<file path="config.mk">
export PLATFORM = sky130hd
export DESIGN_NAME = ram_arbiter
export DESIGN_NICKNAME = d
export VERILOG_FILES = /design/src/rtl/mem_pkg.sv /design/src/rtl/rr_arb2.sv /design/src/rtl/ram_arbiter.sv
export SDC_FILE = /design/constraint.sdc
export NUM_CORES = 1
export LEC_CHECK = 0
export ABC_CLOCK_PERIOD_IN_PS = 2260
export BUFFER_PORTS_ARGS = -buffer_cell sky130_fd_sc_hd__buf_2
export CAP_MARGIN = 25
export CORE_ASPECT_RATIO = 1.4
export CORE_UTILIZATION = 30
export DETAILED_ROUTE_END_ITERATION = 8
export GPL_ROUTABILITY_DRIVEN = 0
export SYNTH_ARGS = -nofsm -noshare
export SYNTH_HDL_FRONTEND = slang
export SYNTH_HIERARCHICAL = 1
export SYNTH_SLANG_ARGS = --single-unit
</file>
<file path="constraint.sdc">
create_clock -name clk -period 2.26 [get_ports clk]
set_input_delay 0.339 -clock clk [delete_from_list [all_inputs] [get_ports clk]]
set_output_delay 0.339 -clock clk [all_outputs]
set_load 0.005 [all_outputs]
</file>
<file path="src/rtl/mem_pkg.sv">
// Shared definitions for the RAM arbitration slice: default bus widths and
// requester port indices.
package mem_pkg;

    localparam int ADDR_SIZE = 8;
    localparam int DATA_SIZE = 8;

    typedef enum logic {
        PORT_FETCH = 1'b0,
        PORT_DATA  = 1'b1
    } port_e;

    // Port that wins a two-way contention: whichever did not win last time.
    function automatic logic [1:0] rr_pick(input logic [1:0] req, input port_e last);
        logic [1:0] pick;
        pick = req;
        if (req == 2'b11) begin
            pick = (last == PORT_DATA) ? 2'b01 : 2'b10;
        end
        return pick;
    endfunction

endpackage

</file>
<file path="src/rtl/rr_arb2.sv">
// Two-requester round-robin arbiter. It exposes the unconditional pick for
// hazard checks and the final grant, which is gated by allow.
module rr_arb2
    import mem_pkg::*;
(
    input  logic       clk,
    input  logic       rst,
    input  logic [1:0] req,
    input  logic       allow,
    output logic [1:0] pick,
    output logic [1:0] gnt
);

    port_e last_q;

    assign pick = rr_pick(req, last_q);
    assign gnt  = allow ? pick : 2'b00;

    always_ff @(posedge clk) begin
        // NOTE: sequential state uses <= so every flop samples pre-edge values.
        if (rst) begin
            last_q <= PORT_DATA;
        end else if (gnt != 2'b00) begin
            last_q <= port_e'(gnt[1]);
        end
    end

endmodule

</file>
<file path="src/rtl/ram_arbiter.sv">
// Shares one write port and one registered read port of a dual-port RAM
// between the fetch port (0) and the data port (1).
module ram_arbiter
    import mem_pkg::*;
#(
    parameter int addr_size = ADDR_SIZE,
    parameter int data_size = DATA_SIZE
) (
    input  logic                 clk,
    input  logic                 rst,

    input  logic                 req0,
    input  logic                 we0,
    input  logic [addr_size-1:0] addr0,
    input  logic [data_size-1:0] wdata0,
    output logic                 gnt0,
    output logic                 rvalid0,
    output logic [data_size-1:0] rdata0,

    input  logic                 req1,
    input  logic                 we1,
    input  logic [addr_size-1:0] addr1,
    input  logic [data_size-1:0] wdata1,
    output logic                 gnt1,
    output logic                 rvalid1,
    output logic [data_size-1:0] rdata1,

    output logic                 ram_write_en,
    output logic [addr_size-1:0] ram_write_adress,
    output logic [data_size-1:0] ram_data_in,
    output logic                 ram_rd_en,
    output logic [addr_size-1:0] ram_rd_adress,
    input  logic [data_size-1:0] ram_data_out
);

    logic [1:0]           wr_req, rd_req;
    logic [1:0]           wr_pick, rd_pick;
    logic [1:0]           wr_gnt, rd_gnt;
    logic [addr_size-1:0] wr_addr, rd_addr;
    logic                 hazard;

    logic                 inflight_q;
    port_e                owner_q;
    logic [data_size-1:0] hold0_q, hold1_q;

    assign wr_req = {req1 &  we1, req0 &  we0};
    assign rd_req = {req1 & ~we1, req0 & ~we0};

    rr_arb2 u_wr_arb (
        .clk   (clk),
        .rst   (rst),
        .req   (wr_req),
        .allow (~rst),
        .pick  (wr_pick),
        .gnt   (wr_gnt)
    );

    rr_arb2 u_rd_arb (
        .clk   (clk),
        .rst   (rst),
        .req   (rd_req),
        .allow (~rst & ~hazard),
        .pick  (rd_pick),
        .gnt   (rd_gnt)
    );

    assign wr_addr = wr_pick[1] ? addr1 : addr0;
    assign rd_addr = rd_pick[1] ? addr1 : addr0;

    // A read that would race a same-address write waits one cycle for the new data.
    assign hazard = (wr_pick != 2'b00) && (rd_pick != 2'b00) && (wr_addr == rd_addr);

    assign gnt0 = wr_gnt[0] | rd_gnt[0];
    assign gnt1 = wr_gnt[1] | rd_gnt[1];

    always_comb begin
        // NOTE: defaults first keep every path assigned, so no latch is inferred.
        ram_write_en     = 1'b0;
        ram_write_adress = '0;
        ram_data_in      = '0;
        ram_rd_en        = 1'b0;
        ram_rd_adress    = '0;

        if (wr_gnt[1]) begin
            ram_write_en     = 1'b1;
            ram_write_adress = addr1;
            ram_data_in      = wdata1;
        end else if (wr_gnt[0]) begin
            ram_write_en     = 1'b1;
            ram_write_adress = addr0;
            ram_data_in      = wdata0;
        end

        if (rd_gnt[1]) begin
            ram_rd_en     = 1'b1;
            ram_rd_adress = addr1;
        end else if (rd_gnt[0]) begin
            ram_rd_en     = 1'b1;
            ram_rd_adress = addr0;
        end
    end

    always_ff @(posedge clk) begin
        if (rst) begin
            inflight_q <= 1'b0;
            owner_q    <= PORT_FETCH;
            hold0_q    <= '0;
            hold1_q    <= '0;
        end else begin
            inflight_q <= (rd_gnt != 2'b00);
            if (rd_gnt != 2'b00) begin
                owner_q <= port_e'(rd_gnt[1]);
            end
            if (rvalid0) begin
                hold0_q <= ram_data_out;
            end
            if (rvalid1) begin
                hold1_q <= ram_data_out;
            end
        end
    end

    // RAM data is live only in the return cycle; otherwise each port keeps its last result.
    assign rvalid0 = inflight_q & (owner_q == PORT_FETCH);
    assign rvalid1 = inflight_q & (owner_q == PORT_DATA);
    assign rdata0  = rvalid0 ? ram_data_out : hold0_q;
    assign rdata1  = rvalid1 ? ram_data_out : hold1_q;

endmodule

</file>
==> results of run 1 <==
[layer usage]
layer	up-vias	global-route usage
li1	714	-
met1	631	0.138
met2	75	0.267
met3	0	0.0242
met4	0	0.0571
met5	-	0
[what timing repair did]
| item | 4_1_cts | 5_1_grt |
|---|---|---|
| resized for setup | 9 | 27 |
| buffers inserted | 0 | 1 |
| setup endpoints to repair | 25 | 11 |
| pin swaps | 0 | 11 |
[area by class of cell]
type,count,area share
Inverter,3,0.00551
Sequential cell,20,0.200
Multi-Input combinational cell,118,0.464
Clock buffer,4,0.0269
Timing Repair Buffer,103,0.277
Tap cell,45,0.0276
[through the flow]
step	setup TNS, ns	util	power (mW)	area [µm²]
after floorplan	0	-	0.491	1310
after global placement	-2.10	0.446	0.607	1870
after global routing	-0.739	0.486	0.937	2040
final	0	0.486	0.884	2040
after CTS	-0.0132	0.465	0.882	1960
after detailed placement	-2.66	0.446	0.609	1870
[flip-flops by register name (all words and copies together), names as in the netlist]
register / flops
hold1_q: 8
hold0_q: 8
owner_q: 1
u_wr_arb/last_q: 1
inflight_q: 1
u_rd_arb/last_q: 1
[cells in the final DEF, fill, tap and decap left out, drive strengths merged]
| master | n |
|---|---|
| clkbuf | 4 |
| buf | 103 |
| a21oi | 3 |
| and3 | 4 |
| a21boi | 2 |
| and2 | 23 |
| mux2 | 16 |
| nor2b | 4 |
| xnor2 | 9 |
| inv | 3 |
| a22o | 16 |
| or2 | 4 |
| o22ai | 1 |
| nor2 | 3 |
| nand2b | 2 |
| dfxtp | 20 |
| o31ai | 1 |
| o21bai | 2 |
| o21ai | 8 |
| nand4 | 2 |
| nand2 | 18 |
[kinds of logic (layout without fill, tap and decap cells)]
kind of cell / after synthesis / after routing / synth area share
buffers and inverters: 11 / 110 / 0.0382
XOR/XNOR: 9 / 9 / 0.0601
multiplexers: 16 / 16 / 0.160
flip-flops: 20 / 20 / 0.305
AO/OA/AOI/OAI: 33 / 33 / 0.188
AND/OR/NAND/NOR: 60 / 60 / 0.248
[worst paths after layout]
check | to | depth (start not counted) | startpoint
setup / recovery | ram_rd_adress[4] | 10 | we1
hold / removal | owner_q | 3 | rst
setup reg to reg | inflight_q | 9 | u_rd_arb/last_q
hold reg to reg | u_wr_arb/last_q | 2 | u_wr_arb/last_q
[worst reg2reg max path, delay by kind of cell, from the launching register on]
| family | cells | cell delay (ns) |
|---|---|---|
| AOI/OAI and AO/OA | 2 | 0.16 |
| DFF | 1 | 0.37 |
| buffers and inverters | 1 | 0.13 |
| and+or+nand+nor | 6 | 0.96 |
[power breakdown]
group          switching [mW]  leakage, nW  internal, mW
Sequential            0.00605        0.162         0.362
Clock                   0.105       0.0288         0.155
Combinational           0.111        0.908         0.145
Total                   0.222         1.10         0.662
==> results list, run 1 <==
* Status: finished, violations left
- The final reports fail on DRC.
- Final routed wirelength across all metal layers: 3450 µm
- Count of state elements after synthesis: 20
- Timing would allow up to 0.444 GHz.
- Sequential fraction of the synthesis area: 0.305
* Total core area: 4200 µm²
- Counting flops with a built-in enable in the synthesized netlist gives 0.
- Per-cell routed wire length: 11.8 µm
- Of all nets on the critical path, the largest fanout is 8.
- Leakage dissipation: 1.10 nW
- Among all stages on the critical path, the largest delay is contributed by sky130_fd_sc_hd__o31ai_4.
- In this run the worst hold path is classified as in2reg.
- The final number of max-transition violations is 0.
- The first detailed-routing pass took 9 iterations.
- Largest area contributor in the netlist: sky130_fd_sc_hd__dfxtp_1
- Final setup viols: 0
- Counting every net in the synthesized netlist gives 195.
* Highest Signal Layer: met3
* Number of cells after detailed placement: 289
- TritonCTS built the clock tree.
- By startpoint and endpoint, the worst setup path is classified as in2out.
* Synthesized instance count: 149
* Critical path arrival: 1.91 ns
* Clock Path Buffers: 2
* Worst-skew pair later-pin latency: 0.25 ns
* CTS HTree Levels: 1
- Dominant cell by count in the synthesized netlist: sky130_fd_sc_hd__and2_1
- Sinks on Clock Net: 20
* Top cell type's share of synthesized area: 0.305
- Register-to-Register Setup Slack: 0.53 ns
- Startpoint kind of the worst setup timing path: primary input
* Post-Route Hold Slack: 0.394 ns
- Post-detailed-route via-to-cell ratio: 4.85
- For this configuration, the core starts out at a cell density of 0.312.
- Setup repair after global routing missed its margin: yes
- Filler Cells Inserted: 432
* Power density over the cells: 433 nW/µm²
- Dominant delay contributor by cell family on the critical path: compound AO/OA/AOI/OAI gates
* Number of standard-cell rows in the floorplan: 28
- Syn Area/Cell: 8.80 µm²
- Met1 Wirelength: 1450 µm
* Setup crit end kind: primary output
- Seq. cell area: 408 µm²
- At the placement stage, the worst setup path has a slack of -0.156 ns.
- The commonest cells after synthesis are sky130_fd_sc_hd__and2_1 (23), sky130_fd_sc_hd__dfxtp_1 (20), sky130_fd_sc_hd__nand2_1 (17).
- After the flow finishes, the layout carries non-filler instances totaling 293.
- Max rail drop VDD: 0.212 mV
- Clock transition at path regs: 0.07 ns
* Global route total overflow: 0
- During synthesis, Yosys emitted a total of 6 warnings.
- Asr flop ratio synth: 0
- Once detail routing completed, the nets flagged for antenna violations numbered 0.
- Transition at the pin with the smallest max-transition slack: 0.556 ns
* Largest net degree at the start of global routing: 21
- Total vias in the final route: 1420
- Measured against its own limit, the worst slew margin works out to 0.627.
- Setup slack on the critical path of the routed design comes to 0.00755 ns.
- In the global route stage, overall resource usage came out at 0.137.
- 92 I/O pins were placed.
- In the routed design, unresolved DRC markers number 5.
- First-iteration detailed-routing DRC count: 12
* Number of buffers created by CTS: 3
* Reported max-cap violation count: 0
- Buf+Inv Stages, Crit Path: 3
- Wire length of the first global-routing pass: 5000 µm
- Walking the worst path, the cells encountered are buf_6 -> nor2b_4 -> a21boi_4 -> xnor2_2 -> o31ai_4 -> and3_4 -> buf_6 -> nand2_2 -> o21ai_1 -> buf_2.
* Total standard cell area after synthesis: 1310 µm²
- The floorplan step defined a die boundary enclosing 4640 µm².
* Number of global-route vias before repair: 1256
- Die width: 57.9 µm
- Number of antenna violations at the first check in global routing: 0
* Number of buffers inserted by port buffering: 91
* Final Net Count: 295
- Die Y-Extent: 80.2 µm
- CP most frequent cell: sky130_fd_sc_hd__buf_6
- CP max stage delay: 0.29 ns
- The number of hold buffers added after CTS was 0.
- The routed design uses 268 µm of met3 wire.
- Met2 wire length: 1730 µm
* Worst-case clock skew: 0.000731 ns
- Worst endpoint required time: 1.92 ns
- Dividing the final minimum period by the clock period gives 0.997.
- Detailed Place HPWL: 2670 µm
- In the synthesized netlist the dominant register cell turns out to be sky130_fd_sc_hd__dfxtp_1.
* Number of distinct library cell variants in the gate-level netlist after synthesis: 24
- Largest cells by area after synthesis: sky130_fd_sc_hd__dfxtp_1 (31%), sky130_fd_sc_hd__and2_1 (11%), sky130_fd_sc_hd__a22o_1 (11%), sky130_fd_sc_hd__mux2_4 (9.2%), sky130_fd_sc_hd__mux2_2 (6.9%)
- In the final layout, the share of cells above drive strength 1 is 0.589.
* Combined area of the multi-input logic cells: 947 µm²
- Area growth syn-to-layout: 55.8%
- Clock root buffer master: sky130_fd_sc_hd__clkbuf_8
* Count of final hold-check violations: 0
- Antenna Cells: 0
- Time the worst path needs with I/O delays and setup: 2.25 ns
(Power assumes the default switching activity.)
==> inputs of run 2 (changes only) <==
--- a/config.mk
+++ b/config.mk
@@ -8,7 +8,7 @@
 export ABC_CLOCK_PERIOD_IN_PS = 2260
 export BUFFER_PORTS_ARGS = -buffer_cell sky130_fd_sc_hd__buf_2
 export CAP_MARGIN = 25
-export CORE_ASPECT_RATIO = 1.4
+export CORE_ASPECT_RATIO = 1.5
 export CORE_UTILIZATION = 30
 export DETAILED_ROUTE_END_ITERATION = 8
 export GPL_ROUTABILITY_DRIVEN = 0
==> run 2 against run 1 <==
The flow now finishes without violations. Hold slack got worse by 0.057 ns. Routed wire length increased by 0.23%. Sequential share of layout area increased by 0.074 points. Power decreased by 4.4%. Combinational power about the same. Non-clock buffer count decreased by 2. Fmax increased by 1.0%. Cell count decreased by 0.68%. Design area decreased by 0.37%. First-iteration DRC count increased by 83%. Utilization decreased by 0.24 points. Critical path type unchanged. Largest cell class unchanged.
==> results list, run 2 (synthesis results as in run 1) <==
- The initial antenna violation count is 0 (unchanged).
- The number of fillers in the final layout was 427 (was 432).
- The start-to-end type of the worst setup path was in2out (unchanged).
* Number of buffers inserted by port buffering: 91 (unchanged)
* Leakage dissipation: 1.10 nW (about the same)
- The floorplan die area is 4640 µm² (about the same).
* Antenna Cells: 0 (unchanged)
- The clock net sink count is 20 (unchanged).
* Dominant delay contributor by cell family on the critical path: compound AO/OA/AOI/OAI gates (unchanged)
- The combined area of the multi-input logic cells is 965 µm² (was 947 µm²).
- The commonest non-fill, non-tap cell in the layout was sky130_fd_sc_hd__buf_2 (unchanged).
- Fraction of the cycle the final worst path needs: 0.987 (was 0.997)
- The share of total power in sequential cells is 0.436 (was 0.417).
* Max_slew headroom: 0.774 (was 0.627)
- The starting density of the core was 0.312 (about the same).
- Startpoint kind of the worst setup timing path: primary input (unchanged)
- Area growth syn-to-layout: 55.2% (was 55.8%)
- The maximum fanout along the worst path was 8 (unchanged).
- Die width: 56.0 µm (was 57.9 µm)
- The switching part of the total power is 0.259 (was 0.251).
- The final design area excluding fillers came to 2040 µm² (about the same).
- The peak per-stage delay on the critical path was 0.28 ns (was 0.29 ns).
- The count of unresolved DRC violations after routing came to 0 (was 5).
* Number of iterations in the first detailed-routing pass: 4 (was 9)
* Launching point of the worst reg2reg path: u_rd_arb/last_q (unchanged)
- Placement Cell Area: 1870 µm² (about the same)
* Detailed Place HPWL: 2770 µm (was 2670 µm)
* Total vias in the final route: 1415 (was 1420)
- Total negative setup slack: 0 ns (unchanged)
* Internal power summed over all cells: 627 µW (was 662 µW)
- The combinational group share of total power was 0.306 (was 0.290).
- Transition at the pin with the smallest max-transition slack: 0.340 ns (was 0.556 ns)
- Setup crit end kind: primary output (unchanged)
* Reported max-cap violation count: 0 (unchanged)
* Number of buffers created by CTS: 3 (unchanged)
- The clock period minus worst slack was 2.23 ns (was 2.25 ns).
- The clock power share came to 0.258 (was 0.293).
- The power spent charging and discharging nets was 219 µW (was 222 µW).
* Total core area: 4210 µm² (was 4200 µm²)
- The floorplan die height came to 83.0 µm (was 80.2 µm).
- The via count of the first global-routing pass was 1277 (was 1256).
* GRT Total Usage: 0.144 (was 0.137)
- Most used cells in the layout excluding fill and tap cells: sky130_fd_sc_hd__buf_2 (90), sky130_fd_sc_hd__and2_1 (19), sky130_fd_sc_hd__dfxtp_1 (18) (was sky130_fd_sc_hd__buf_2 (89), sky130_fd_sc_hd__and2_1 (21), sky130_fd_sc_hd__dfxtp_1 (18)).
- The H-tree level count is 1 (unchanged).
- The pin count of the biggest net entering global routing was 20 (was 21).
- Antenna Violating Nets Remaining: 0 (unchanged)
- The global-route congestion overflow total is 0 (unchanged).
* Per-cell routed wire length: 11.9 µm (was 11.8 µm)
* Critical path arrival: 1.89 ns (was 1.91 ns)
- The final number of max-transition violations is 0 (unchanged).
- The number of rows created at floorplan was 29 (was 28).
- Post-detailed-route via-to-cell ratio: 4.86 (was 4.85)
- The clock tree root buffer cell was sky130_fd_sc_hd__clkbuf_8 (unchanged).
- Clock Path Buffers: 2 (unchanged)
* Max rail drop VDD: 0.330 mV (was 0.212 mV)
- The cell area power density is 415 nW/µm² (was 433 nW/µm²).
- Maximum operating frequency: 0.449 GHz (was 0.444 GHz)
- The number of buffers and inverters on the critical path came to 3 (unchanged).
- Count of final hold-check violations: 0 (unchanged)
- Worst endpoint required time: 1.92 ns (about the same)
- Final setup viols: 0 (unchanged)
* Final routed wirelength across all metal layers: 3450 µm (about the same)
* Cell with the largest stage delay on the worst path: sky130_fd_sc_hd__o31ai_4 (unchanged)
- Launch point of the worst hold path: rst (unchanged)
- The clock-pin slew of the registers on the worst-case setup and hold paths is 0.07 ns (about the same).
- CP cell instances: buf_4 -> and2_4 -> a21boi_4 -> xnor2_2 -> o31ai_4 -> and3_4 -> buf_6 -> nand2_1 -> o21ai_1 -> buf_2 (was buf_6 -> nor2b_4 -> a21boi_4 -> xnor2_2 -> o31ai_4 -> and3_4 -> buf_6 -> nand2_2 -> o21ai_1 -> buf_2)
- Final Net Count: 293 (was 295)
* Clock tree from TritonCTS: done (unchanged)
- The critical path startpoint is we1 (unchanged).
- The clock latency on the worst-skew pair is 0.25 ns (about the same).
- Worst-case clock skew: 0.000875 ns (was 0.000731 ns)
- The DRC violation total after the first TritonRoute iteration came to 22 (was 12).
- Power, Total: 845 µW (was 884 µW)
* Wire length of the first global-routing pass: 5510 µm (was 5000 µm)
* Top-Level Pins: 92 (unchanged)
- Largest registers: hold0_q x8, hold1_q x8 (unchanged).
* Seq. cell area: 408 µm² (unchanged)
* Status: finished, final reports clean (was finished, violations left)
- Setup repair after global routing missed its margin: yes (unchanged)
* Layout cells sized above 1: 0.596 (was 0.589)
- Worst hold path class: in2reg (unchanged)
-- run 2: power by group through the flow --
stage | registers (mW) | clock network (mW) | logic (mW)
3_3_place_gp | 0.376 | 0 | 0.231
5_1_grt | 0.369 | 0.242 | 0.283
2_1_floorplan | 0.375 | 0 | 0.116
4_1_cts | 0.369 | 0.230 | 0.237
6_report | 0.369 | 0.218 | 0.259
3_5_place_dp | 0.377 | 0 | 0.232
-- run 2: layout make-up --
cell class	count	share of cell area
Sequential cell	20	0.200
Tap cell	46	0.0283
Inverter	3	0.00553
Clock buffer	3	0.0203
Timing Repair Buffer	101	0.272
Multi-Input combinational cell	118	0.474
-- run 2: through the flow --
step | util | std cells | hold slack (ns) | setup slack [ns]
finish | 0.484 | 291 | 0.337 | 0.0304
global route | 0.484 | 291 | 0.345 | -0.0605
global placement | 0.443 | 287 | 0.524 | -0.0456
floorplan | - | 149 | 0.411 | 0.0479
detailed placement | 0.443 | 287 | 0.529 | -0.116
CTS | 0.457 | 290 | 0.313 | 0.00473
-- run 2: timing repair --
| action | 4_1_cts | 5_1_grt |
|---|---|---|
| hold buffers | 0 | 0 |
| pin swaps | 1 | 10 |
| setup buffers | 0 | 1 |
| cloned | 0 | 0 |
| endpoints found under the setup margin | 10 | 11 |
| gates resized for setup | 7 | 31 |
-- run 2: routing by layer --
| layer | share of wire | vias up | track usage |
|---|---|---|---|
| met4 | 0.0026 | 0 | 0.0399 |
| met2 | 0.53 | 71 | 0.284 |
| met3 | 0.064 | 2 | 0.0202 |
| met5 | 0 | - | 0 |
| li1 | - | 710 | - |
| met1 | 0.40 | 632 | 0.155 |
-- run 2: worst paths after layout --
path / end / slack, ns / cells past startpoint
worst max register to register: inflight_q / 0.52 / 9
worst min register to register: owner_q / 0.54 / 2
worst max-delay path: ram_rd_adress[0] / 0.03 / 10
worst min-delay path: owner_q / 0.34 / 2
==> inputs of run 3 (changes only) <==
==> constraint.sdc (replaced) <==
create_clock -name clk -period 2.26 [get_ports clk]
set_input_delay 0.339 -clock clk [delete_from_list [all_inputs] [get_ports clk]]
set_output_delay 0.339 -clock clk [all_outputs]
set_load 0.01 [all_outputs]
==> run 3 against run 2 <==
Combinational power increased by 7%. Utilization up 0.86 points. Highest routed layer unchanged. Sequential share of layout area is 0.35 points lower. Clock skew up 0.0043 ns. Largest power group unchanged. Design area rose by 1.8%. Largest cell class unchanged. Power up 18%.
==> results list, run 3 (synthesis results as in run 1) <==
* Transition at the pin with the smallest max-transition slack: 0.559 ns (was 0.340 ns)
- Setup crit end kind: primary output (unchanged)
- Area growth syn-to-layout: 58.0% (was 55.2%)
- The total power was 996 µW (was 845 µW).
- The maximum fanout along the worst path came to 8 (unchanged).
* First-iteration detailed-routing DRC count: 25 (was 22)
- Number of buffers created by CTS: 3 (unchanged)
- Number of antenna violations at the first check in global routing: 0 (unchanged)
- Wire length of the first global-routing pass: 5480 µm (was 5510 µm)
- The antenna diode count came to 0 (unchanged).
- The final count of hold timing violations is 0 (unchanged).
- Clock transition at path regs: 0.07 ns (about the same)
* Post-route DRC violation count: 0 (unchanged)
- Most used cells in the layout excluding fill and tap cells: sky130_fd_sc_hd__buf_2 (90), sky130_fd_sc_hd__and2_1 (18), sky130_fd_sc_hd__dfxtp_1 (18) (was sky130_fd_sc_hd__buf_2 (90), sky130_fd_sc_hd__and2_1 (19), sky130_fd_sc_hd__dfxtp_1 (18))
* Largest registers: hold0_q x8, hold1_q x8 (unchanged)
- Clock Path Buffers: 2 (unchanged)
* Power density over the cells: 481 nW/µm² (was 415 nW/µm²)
- The slowest cell on the critical path is sky130_fd_sc_hd__o31ai_4 (unchanged).
* Antenna Violating Nets Remaining: 0 (unchanged)
- The H-tree level count came to 1 (unchanged).
- The total I/O pin count was 92 (unchanged).
- The met1 demand-to-capacity share in global routing is 0.145 (was 0.155).
- CP cell instances: buf_2 -> and2_4 -> a21boi_4 -> xnor2_2 -> o31ai_4 -> and3_4 -> buf_6 -> nand2_1 -> o21ai_2 -> buf_2 (was buf_4 -> and2_4 -> a21boi_4 -> xnor2_2 -> o31ai_4 -> and3_4 -> buf_6 -> nand2_1 -> o21ai_1 -> buf_2).
- Detailed Place HPWL: 2660 µm (was 2770 µm)
- Final setup viols: 0 (unchanged)
* Startpoint kind of the worst setup timing path: primary input (unchanged)
- Sinks on Clock Net: 20 (unchanged)
* Worst-case clock skew: 0.00517 ns (was 0.000875 ns)
* Reported max-cap violation count: 0 (unchanged)
- The via count of the first global-routing pass came to 1351 (was 1277).
- Clock root buffer master: sky130_fd_sc_hd__clkbuf_8 (unchanged)
- The total number of vias came to 1392 (was 1415).
- Status: finished, final reports clean (unchanged)
- The number of nets in the final layout was 292 (was 293).
* CP most frequent cell: sky130_fd_sc_hd__buf_2
- The clock latency on the worst-skew pair came to 0.26 ns (was 0.25 ns).
- Die Area: 4640 µm² (unchanged)
* GRT Total Usage: 0.144 (about the same)
- Per-cell routed wire length: 11.6 µm (was 11.9 µm)
- The largest voltage drop on the vdd net came to 0.550 mV (was 0.330 mV).
* Critical path class: in2out (unchanged)
* Clock tree from TritonCTS: done (unchanged)
- Total negative setup slack: 0 ns (unchanged)
- The met2 capacity usage during global routing was 0.284 (unchanged).
- Die width: 56.0 µm (unchanged)
- Worst hold path class: in2reg (unchanged)
* Largest net degree at the start of global routing: 21 (was 20)
- Final Slew Violations: 0 (unchanged)
* Final routed wirelength across all metal layers: 3380 µm (was 3450 µm)
* Fraction of the cycle the final worst path needs: 0.982 (was 0.987)
- The floorplan die height is 83.0 µm (unchanged).
- The count of buffers from port buffering was 91 (unchanged).
- The total leakage power is 1.11 nW (was 1.10 nW).
- Post-layout worst setup margin: 0.0396 ns (was 0.0304 ns)
- The global-route congestion overflow total was 0 (unchanged).
- Setup repair after global routing missed its margin: yes (unchanged).
* Number of iterations in the first detailed-routing pass: 2 (was 4)
- The worst path required time is 1.92 ns (about the same).
* Global-route layer with the greatest usage: met2 (unchanged)
- The met3 layer usage reported by global route was 0.0218 (was 0.0202).
* Number of standard-cell rows in the floorplan: 29 (unchanged)
* Post-detailed-route via-to-cell ratio: 4.78 (was 4.86)
- Max_slew headroom: 0.625 (was 0.774)
- Maximum operating frequency: 0.450 GHz (was 0.449 GHz)
- The critical path arrival is 1.88 ns (was 1.89 ns).
- Total core area: 4210 µm² (unchanged)
* Effective utilization at floorplan: 0.312 (unchanged)
* Setup slack after placement: -0.155 ns (was -0.116 ns)
* CP max stage delay: 0.25 ns (was 0.28 ns)
- The fraction of layout cells with a size suffix above 1 was 0.608 (was 0.596).
* Most common cell after layout, fill and taps aside: sky130_fd_sc_hd__buf_2 (unchanged)
- Time the worst path needs with I/O delays and setup: 2.22 ns (was 2.23 ns)
-- run 3: changes by cell type in the layout (fill, tap and decap cells not counted) --
cell / delta
sky130_fd_sc_hd__buf_4: -1
sky130_fd_sc_hd__o21ai_2: +1
sky130_fd_sc_hd__and2_1: -1
sky130_fd_sc_hd__o21ai_1: -1
sky130_fd_sc_hd__bufinv_16: +1
sky130_fd_sc_hd__and2_4: +1
sky130_fd_sc_hd__nor2b_1: -1
sky130_fd_sc_hd__or2_4: +2
sky130_fd_sc_hd__or2_2: -2
sky130_fd_sc_hd__nor2b_2: +1
-- run 3: area by class of cell --
type                       count  area [µm²]
fill                         415        2140
timing repair buffer         100         546
clock inverter                 1        30.0
clock buffer                   3        41.3
tap                           46        57.6
inverter                       3        11.3
sequential                    20         408
multi-input combinational    118         978
-- run 3: critical path: cells and delay by family --
family                    cells  cell delay [ns]
xor gates and xnor gates      1             0.10
AOI/OAI and AO/OA             3             0.58
and+or+nand+nor               3             0.47
buffers and inverters         3             0.38
-- run 3: report_power, final --
part           switching [mW]  internal [mW]  leakage [nW]
Sequential            0.00602          0.362         0.162
Clock                   0.114          0.236        0.0357
Combinational           0.128          0.149         0.912
Total                   0.248          0.748          1.11
-- run 3: routing by layer --
| metal | up-vias | share of wire |
|---|---|---|
| met3 | 5 | 0.071 |
| met5 | - | 0 |
| met1 | 601 | 0.40 |
| met4 | 0 | 0.015 |
| met2 | 79 | 0.51 |
| li1 | 707 | - |
-- run 3: timing repair --
item | in CTS | in global routing
gates resized for setup | 11 | 29
endpoints found under the hold margin | 0 | 0
hold buffers | 0 | 0
gates cloned | 0 | 0
endpoints found under the setup margin | 25 | 10
setup buffers | 0 | 1
pin swaps | 2 | 12
-- run 3: path summary, 6_finish.rpt --
check                        from                to  slack, ns  depth (start not counted)
hold reg to reg           owner_q           owner_q       0.53                          2
hold / removal                rst           owner_q       0.34                          2
setup reg to reg  u_rd_arb/last_q        inflight_q       0.58                          9
setup / recovery              we1  ram_rd_adress[5]       0.04                         10
-- run 3: stage by stage --
step	std cells	utilization	area [µm²]	hold WS, ns
2_1_floorplan	149	-	1310	0.411
3_3_place_gp	287	0.443	1870	0.519
3_5_place_dp	287	0.443	1870	0.529
4_1_cts	291	0.466	1960	0.311
5_1_grt	291	0.492	2070	0.344
6_report	291	0.492	2070	0.335
